[src/rtl/frv_pipeline_writeback_pkg.sv]
// frv writeback stage: shared field positions, encodings and state type.
// Imported by the writeback stage and its load alignment helper.
package frv_pipeline_writeback_pkg;

    localparam int P_FU_ALU = 0;
    localparam int P_FU_MUL = 1;
    localparam int P_FU_CFU = 2;
    localparam int P_FU_LSU = 3;
    localparam int P_FU_CSR = 4;

    localparam int LSU_SIGNED = 0;
    localparam int LSU_LOAD   = 3;
    localparam int LSU_STORE  = 4;

    localparam logic [1:0] LSU_BYTE = 2'b01;
    localparam logic [1:0] LSU_HALF = 2'b10;
    localparam logic [1:0] LSU_WORD = 2'b11;

    typedef enum logic {
        WB_IDLE,
        WB_DRAIN
    } wb_state_t;

    function automatic logic [1:0] lsu_size(input logic [4:0] uop);
        return uop[2:1];
    endfunction

endpackage

[src/rtl/frv_load_align.sv]
// Load data alignment: shift a word-aligned response down to the
// addressed byte lane, then zero/sign-extend bytes and halfwords.
module frv_load_align
    import frv_pipeline_writeback_pkg::*;
#(
    parameter int XLEN = 32
) (
    input  logic [XLEN-1:0] data,
    input  logic [1:0]      offset,
    input  logic [1:0]      size,
    input  logic            sign_ext,
    output logic [XLEN-1:0] result
);

    logic [XLEN-1:0] shifted;

    assign shifted = data >> {offset, 3'b000};

    always_comb begin
        result = shifted;
        unique case (size)
            LSU_BYTE: result = {{(XLEN-8){sign_ext & shifted[7]}},
                                shifted[7:0]};
            LSU_HALF: result = {{(XLEN-16){sign_ext & shifted[15]}},
                                shifted[15:0]};
            default:  result = shifted;
        endcase
    end

endmodule

[src/rtl/frv_pipeline_writeback.sv]
// frv writeback stage: collects LSU responses, retires to the GPRs and
// raises bus-error traps; keeps at most one data response outstanding.
module frv_pipeline_writeback
    import frv_pipeline_writeback_pkg::*;
#(
    parameter int         XLEN          = 32,
    parameter logic [5:0] TRAP_LDACCESS = 6'd5,
    parameter logic [5:0] TRAP_STACCESS = 6'd7
) (
    input  logic            g_clk,
    input  logic            g_resetn,
    input  logic            flush,
    input  logic [4:0]      s4_rd,
    input  logic [XLEN-1:0] s4_opr_a,
    input  logic [XLEN-1:0] s4_opr_b,
    input  logic [4:0]      s4_uop,
    input  logic [4:0]      s4_fu,
    input  logic            s4_trap,
    input  logic [1:0]      s4_size,
    input  logic [31:0]     s4_instr,
    input  logic            s4_valid,
    output logic            s4_busy,
    input  logic            dmem_recv,
    input  logic            dmem_error,
    input  logic [XLEN-1:0] dmem_rdata,
    input  logic [XLEN-1:0] mmio_rdata,
    input  logic            mmio_error,
    output logic            hold_lsu_req,
    output logic            gpr_wen,
    output logic [4:0]      gpr_rd,
    output logic [XLEN-1:0] gpr_wdata,
    output logic [4:0]      fwd_s4_rd,
    output logic [XLEN-1:0] fwd_s4_wdata,
    output logic            fwd_s4_load,
    output logic            trap_cpu,
    output logic [5:0]      trap_cause,
    output logic            instr_ret
);

    localparam int XL = XLEN - 1;

    wb_state_t state;
    wb_state_t state_nxt;

    logic          lsu;
    logic          mmio;
    logic          need_rsp;
    logic          load;
    logic          idle;
    logic          retire;
    logic          err;
    logic [XL:0]   ld_src;
    logic [XL:0]   ld_data;
    logic          unused_ok;

    assign lsu      = s4_fu[P_FU_LSU] && !s4_trap;
    assign mmio     = s4_opr_a[4];
    assign need_rsp = lsu && !mmio;
    assign load     = lsu && s4_uop[LSU_LOAD];
    assign idle     = (state == WB_IDLE);
    assign ld_src   = mmio ? mmio_rdata : dmem_rdata;

    assign unused_ok = ^{s4_opr_b[XL:2], s4_size, s4_instr,
                         s4_uop[LSU_STORE], s4_fu};

    frv_load_align #(
        .XLEN(XLEN)
    ) u_align (
        .data    (ld_src),
        .offset  (s4_opr_b[1:0]),
        .size    (lsu_size(s4_uop)),
        .sign_ext(s4_uop[LSU_SIGNED]),
        .result  (ld_data)
    );

    always_ff @(posedge g_clk) begin
        if (!g_resetn) begin
            state <= WB_IDLE;
        end else begin
            state <= state_nxt;
        end
    end

    // A flushed request that was already granted still owes a response.
    always_comb begin
        state_nxt = state;
        unique case (state)
            WB_IDLE: begin
                if (flush && s4_valid && need_rsp && !dmem_recv) begin
                    state_nxt = WB_DRAIN;
                end
            end
            WB_DRAIN: begin
                if (dmem_recv) begin
                    state_nxt = WB_IDLE;
                end
            end
            default: state_nxt = WB_IDLE;
        endcase
    end

    always_comb begin
        retire = s4_valid && !flush && idle &&
                 (!need_rsp || dmem_recv);
        err    = lsu && (mmio ? mmio_error : (dmem_error && dmem_recv));

        s4_busy      = s4_valid && !retire;
        hold_lsu_req = (s4_valid && need_rsp && !dmem_recv) || !idle;
        instr_ret    = retire;
        trap_cpu     = retire && (s4_trap || err);
        gpr_wen      = retire && !err && !s4_trap &&
                       (s4_rd != 5'd0) && (!lsu || load);

        trap_cause = 6'd0;
        if (trap_cpu) begin
            trap_cause = s4_trap ? {1'b0, s4_rd} :
                         load    ? TRAP_LDACCESS : TRAP_STACCESS;
        end

        gpr_rd    = s4_valid ? s4_rd : 5'd0;
        gpr_wdata = '0;
        if (s4_valid) begin
            gpr_wdata = load ? ld_data : s4_opr_a;
        end

        fwd_s4_rd    = gpr_rd;
        fwd_s4_wdata = gpr_wdata;
        fwd_s4_load  = s4_valid && load && !retire;
    end

endmodule

[config.mk]
export PLATFORM = sky130hd
export DESIGN_NAME = frv_pipeline_writeback
export DESIGN_NICKNAME = d
export VERILOG_FILES = /design/src/rtl/frv_pipeline_writeback_pkg.sv /design/src/rtl/frv_load_align.sv /design/src/rtl/frv_pipeline_writeback.sv
export SDC_FILE = /design/constraint.sdc
export NUM_CORES = 1
export LEC_CHECK = 0
export BUFFER_PORTS_ARGS = -buffer_cell sky130_fd_sc_hd__buf_4
export CAP_MARGIN = 20
export CORE_AREA = 2 2 105 107
export CTS_BUF_LIST = sky130_fd_sc_hd__clkbuf_4
export CTS_CLUSTER_DIAMETER = 80
export DETAILED_ROUTE_END_ITERATION = 10
export DIE_AREA = 0 0 107 109
export GPL_TIMING_DRIVEN = 1
export PLACE_DENSITY = 0.56
export SYNTH_ARGS = -nofsm -noshare
export SYNTH_HDL_FRONTEND = slang
export SYNTH_SLANG_ARGS = --single-unit
[constraint.sdc]
create_clock -name g_clk -period 6.6 [get_ports g_clk]
set_clock_uncertainty 0.1 [all_clocks]
set_input_delay 1.32 -clock g_clk [delete_from_list [all_inputs] [get_ports g_clk]]
set_output_delay 1.32 -clock g_clk [all_outputs]
set_load 0.005 [all_outputs]
# [Yosys cells after proc, flatten, opt, wreduce, memory -nomap -nowiden]
# Cells that the tools add are included.
[classes] n_eq_ne=2 shift=1 n_mux=12 bitwise=3 n_reduce_logical=34
[ops] op="32-bit 2-to-1 mux" count=3
[ops] op="32-bit one-hot mux with 2 select lines" count=1
[ops] op="32-bit by 5-bit >> shifter with 32-bit output" count=1
[ops] op="1-bit logical AND" count=21
[ops] op="5-bit 2-to-1 mux" count=2
[ops] op="1-bit zero test" count=8
[ops] op="6-bit 2-to-1 mux" count=1
[ops] op="5-bit nonzero test" count=1
[ops] op="1-bit logical OR" count=4
[ops] op="1-bit 2-to-1 mux" count=3
[ops] op="1-bit AND" count=2
[ops] op="2-bit by 1-bit equality test with 1-bit output (second input constant)" count=1
[ops] op="2-bit equality test (second input constant)" count=1
[ops] op="2-bit 2-to-1 mux" count=1
[ops] op="1-bit one-hot mux with 2 select lines" count=1
[ops] op="1-bit inverter" count=1
[totals] ff_bits=1 input_bits=185 out_inout_bits=86

# [Depth between registers and ports, before layout]
[logic_depth] ltp_word=10 ltp_mapped=8 mapped_depth_nobuf=6

# [By module]
# A second synthesis with hierarchy kept.
[hier_totals] cells_unflattened=326 area_unflattened_um2=2173.3
[modules_own_cells] mod="frv_pipeline_writeback" instances=1 cells_per_inst=216 area_each_um2=1368.8 seq_area_each_um2=20.0
[modules_own_cells] mod="frv_load_align" instances=1 cells_per_inst=110 area_each_um2=804.5 seq_area_each_um2=0.0

# [Worst setup path after synthesis]
# No wires, ideal clock.
[synth_timing] path_kind="input to output" start="input s4_uop[1]" end="output gpr_wdata[27]" t_arrival_ns=2.985 t_required_ns=5.180 slack_ns=2.195 cell_stages=8 n_path_buf=2 cell_sequence="inv_1 > ha_1 > or3b_2 > buf_2 > o21ai_0 > a31oi_1 > a31oi_1 > buf_4"
[synth_via] elab_chain_cells=4 word_cells_on_any_way=5 cone_classes="eq/ne: 2; mux: 3"
[synth_rtl] element="start: declaration" line="frv_pipeline_writeback.sv:16" rtl="input logic [4:0] s4_uop,"
[synth_rtl] element="2-bit equality test / 2-bit by 1-bit equality test with 1-bit output (equally long branches)" line="frv_load_align.sv:21" rtl="unique case (size)"
[synth_rtl] element="32-bit one-hot mux with 2 select lines *" line="frv_load_align.sv:21"
[synth_rtl] element="32-bit 2-to-1 mux *" line="frv_pipeline_writeback.sv:123" rtl="gpr_wdata = load ? ld_data : s4_opr_a;"
[synth_rtl] element="32-bit 2-to-1 mux *" line="frv_pipeline_writeback.sv:122" rtl="if (s4_valid) begin"
[synth_rtl] element="end: declaration" line="frv_pipeline_writeback.sv:31" rtl="output logic [XLEN-1:0] gpr_wdata,"
# Mark *: on every way between the ends. The rest lies on a longest branch, timed or not.

# [Worst setup path in the final report]
[layout_timing] start="input s4_opr_a[4]" end="output fwd_s4_wdata[18]"
[layout_via] elab_chain_cells=6 word_cells_on_any_way=7 cone_classes="shift: 1; mux: 4; bitwise: 2"
[layout_rtl] element="start: declaration" line="frv_pipeline_writeback.sv:14" rtl="input logic [XLEN-1:0] s4_opr_a,"
[layout_rtl] element="32-bit 2-to-1 mux *" line="frv_pipeline_writeback.sv:61" rtl="assign ld_src = mmio ? mmio_rdata : dmem_rdata;"
[layout_rtl] element="32-bit by 5-bit >> shifter with 32-bit output *" line="frv_load_align.sv:17" rtl="assign shifted = data >> {offset, 3'b000};"
[layout_rtl] element="1-bit AND, on equally long branches" line="frv_load_align.sv:24, frv_load_align.sv:22"
[layout_rtl] element="32-bit one-hot mux with 2 select lines *" line="frv_load_align.sv:21"
[layout_rtl] element="32-bit 2-to-1 mux *" line="frv_pipeline_writeback.sv:123"
[layout_rtl] element="32-bit 2-to-1 mux *" line="frv_pipeline_writeback.sv:122"
[layout_rtl] element="end: declaration" line="frv_pipeline_writeback.sv:33" rtl="output logic [XLEN-1:0] fwd_s4_wdata,"
# Marks and branches as above.

==> impl_results.rst <==
.. list-table::
   :header-rows: 1

   * - Metric
     - Value
   * - R2R setup slack
     - 5.72 ns
   * - Fin nets
     - 609
   * - Input/output buffers
     - 200
   * - Number of antenna violations at the first check in global routing
     - 0
   * - Worst-path fanout max
     - 39
   * - Number of hold violations in the final report
     - 0
   * - Violation count after the first detailed-route iteration
     - 160
   * - Routed vias/inst
     - 5.00
   * - Routed wire length
     - 9.97 mm
   * - Number of iterations in the first detailed-routing pass
     - 5
   * - Fraction of layout instances using a drive strength above 1
     - 59.0%
   * - Syn. warnings
     - 0
   * - Row Count
     - 38
   * - Pins over their slew limit
     - 0
   * - Area Overhead vs Synth
     - 57.3%
   * - Number of nets in the synthesized netlist
     - 467
   * - Endpoint required time on the critical path
     - 5.18 ns
   * - Power per Cell Area
     - 69.7 nW/um^2
   * - Unique masters post-synth
     - 42
   * - Clock latency on the worst-skew pair
     - 0 ns
   * - Maximum clock frequency
     - 0.200 GHz
   * - Average cell area after synthesis
     - 8.00 um^2
   * - Die width
     - 107 um
   * - Most frequent cell after synthesis
     - buf_4
   * - Max-slew headroom
     - 42.9%
   * - Transition at the pin with the smallest max-transition slack
     - 0.853 ns
   * - Top-level I/O count
     - 271
   * - Antenna diode count
     - 0
   * - Path type of the worst setup path
     - input pin to primary output
   * - EDFF count, synth
     - 0
   * - P_leak
     - 1.66 nW
   * - Via count of the routed design
     - 2798
   * - Final cycle utilization of the critical path
     - 75.9%
   * - HPWL after DPL
     - 8.16 mm
   * - Die outline area
     - 11700 um^2
   * - Resized Gates After CTS
     - 0
   * - Routability cong.
     - 0.721
   * - Die Y-Extent
     - 109 um
   * - Max FFs per register
     - 1
   * - Maximum vdd drop
     - 0.0306 mV
   * - Crit. Startpoint
     - s4_opr_a[4]
   * - Critical path's top delay family
     - compound AO/OA/AOI/OAI gates
   * - Critical path launch point type
     - input pin
   * - Area fraction of the dominant cell type after synthesis
     - 18.1%
   * - Minimum clock period after layout
     - 5.01 ns
   * - Crit path setup slack, layout
     - 1.59 ns
   * - CP peak stage delay
     - 0.58 ns
   * - Final Total Pwr
     - 246 uW
   * - Synth Cell Area
     - 2240 um^2
   * - Registers with the highest flip-flop counts
     - state (1)
   * - Sum of negative setup slack
     - 0 ns
   * - Tot GR Track Use
     - 15.7%
   * - Share of synthesized area occupied by flip-flops and latches
     - 0.894%
   * - Clock transition time at the flip-flop clock pins of the worst setup and hold paths
     - 0 ns
   * - Via count of the first global-routing pass
     - 2735
   * - Setup violators final
     - 0
   * - Dominant cell type by area after synthesis
     - mux4_2
   * - Maximum capacitance violations
     - 0
   * - Starting density of the core
     - 21.1%
   * - Cell-by-cell trace of the critical path
     - buf_4 -> mux4_2 -> or2_4 -> a311oi_4 -> a211oi_1 -> buf_4
   * - Most frequent cell on the critical path
     - buf_4
   * - Slowest cell on the critical path
     - mux4_2
   * - Largest register by flop count
     - state
   * - Launching point of the worst reg2reg path
     - state
   * - Class of the most critical hold timing path
     - register to register
   * - Post-route DRC
     - 0
   * - Post-place setup slack
     - 1.54 ns
   * - Number of nets with antenna violations after detailed routing
     - 0
   * - Count of filler cells inserted in the layout
     - 1128
   * - Leading cell types by total area after synthesis
     - mux4_2, buf_4, mux2_2
   * - Critical path arrival
     - 3.59 ns
   * - Endpoint kind of the worst setup timing path
     - primary output
   * - Leading post-synthesis cells by instance count
     - buf_4, nor2_1, o21ai_0, a31oi_1, mux2_2
   * - Critical hold path startpoint
     - state
   * - Area of the core
     - 10600 um^2
   * - Critical path buffer and inverter count
     - 2
   * - Proportion of register bits with asynchronous set or reset after synthesis
     - 0%
   * - GRT Residual Overflow
     - 0
   * - Count of buffers added by post-CTS timing repair for setup
     - 0
   * - Routed length per instance
     - 17.8 um
   * - Unrepaired setup endpoints after global routing
     - no
   * - Flip-flop and latch count after synthesis
     - 1
   * - Run status
     - finished clean
   * - Largest net degree at the start of global routing
     - 40
   * - Cell count after synthesis
     - 280
   * - Primary flip-flop cell chosen by synthesis mapping
     - dfxtp_1
   * - First-pass GRT wire length
     - 14.4 mm
   * - Hold buffers post-CTS
     - 0
## final cells by class
| class | instances | area [um^2] | area share (%) |
|---|---|---|---|
| Inverter | 7 | 26.3 | 0.746 |
| Multi-Input combinational cell | 209 | 1780 | 50.5 |
| Sequential cell | 1 | 20.0 | 0.568 |
| Tap cell | 140 | 175 | 4.97 |
| Timing Repair Buffer | 203 | 1520 | 43.3 |
## cell families after synthesis
family	count (synthesis)	synth area share, %
other	1	0.167
adder cells (fa/ha/maj)	2	1.12
AO/OA/AOI/OAI	87	26.0
multiplexers	56	36.3
flip-flops	1	0.894
buffers and inverters	70	19.7
AND/OR/NAND/NOR	63	15.8
## path summary, 6_finish.rpt
kind         cells after the start                to
max                              6  fwd_s4_wdata[18]
min                              2             state
max reg2reg                      2             state
min reg2reg                      2             state
## report_power, final
| group | switching, mW | internal (mW) | total (mW) | leakage, nW |
|---|---|---|---|---|
| registers | 0.0000724 | 0.00622 | 0.00629 | 0.00806 |
| logic | 0.104 | 0.135 | 0.239 | 1.65 |
| clock network | 0 | 0 | 0 | 0 |
## per-stage QoR
step | cells | util (%) | hold slack, ns | area (um^2)
after global routing | 560 | 33.2 | 0.579 | 3520
final | 560 | 33.2 | 0.544 | 3520
after detailed placement | 560 | 33.2 | 0.551 | 3520
after CTS | 560 | 33.2 | 0.551 | 3520
after floorplan | 280 | - | 0.510 | 2240
after global placement | 560 | 33.2 | 0.536 | 3520
## routing by layer
metal | global-route usage, % | share of wire [%] | vias up
met5 | 0 | 0 | -
met4 | 1.39 | 0.87 | 0
met3 | 0.777 | 5.2 | 8
met2 | 28.8 | 51 | 127
met1 | 21.1 | 43 | 1322
li1 | - | - | 1341
## layout by cell type, fill, tap and decap left out, drive strengths merged, types with 11 or more instances in the layout
cell	count
mux2i	16
a21oi	12
mux2	22
mux4	18
a31oi	23
nor2	24
and3	11
o21ai	24
buf	203
## worst min-delay path: stages (launching register included)
cell     delay (ns)
dfxtp_1        0.33
a21oi_1        0.12
and3_1         0.16
(Power assumes the default switching activity.)
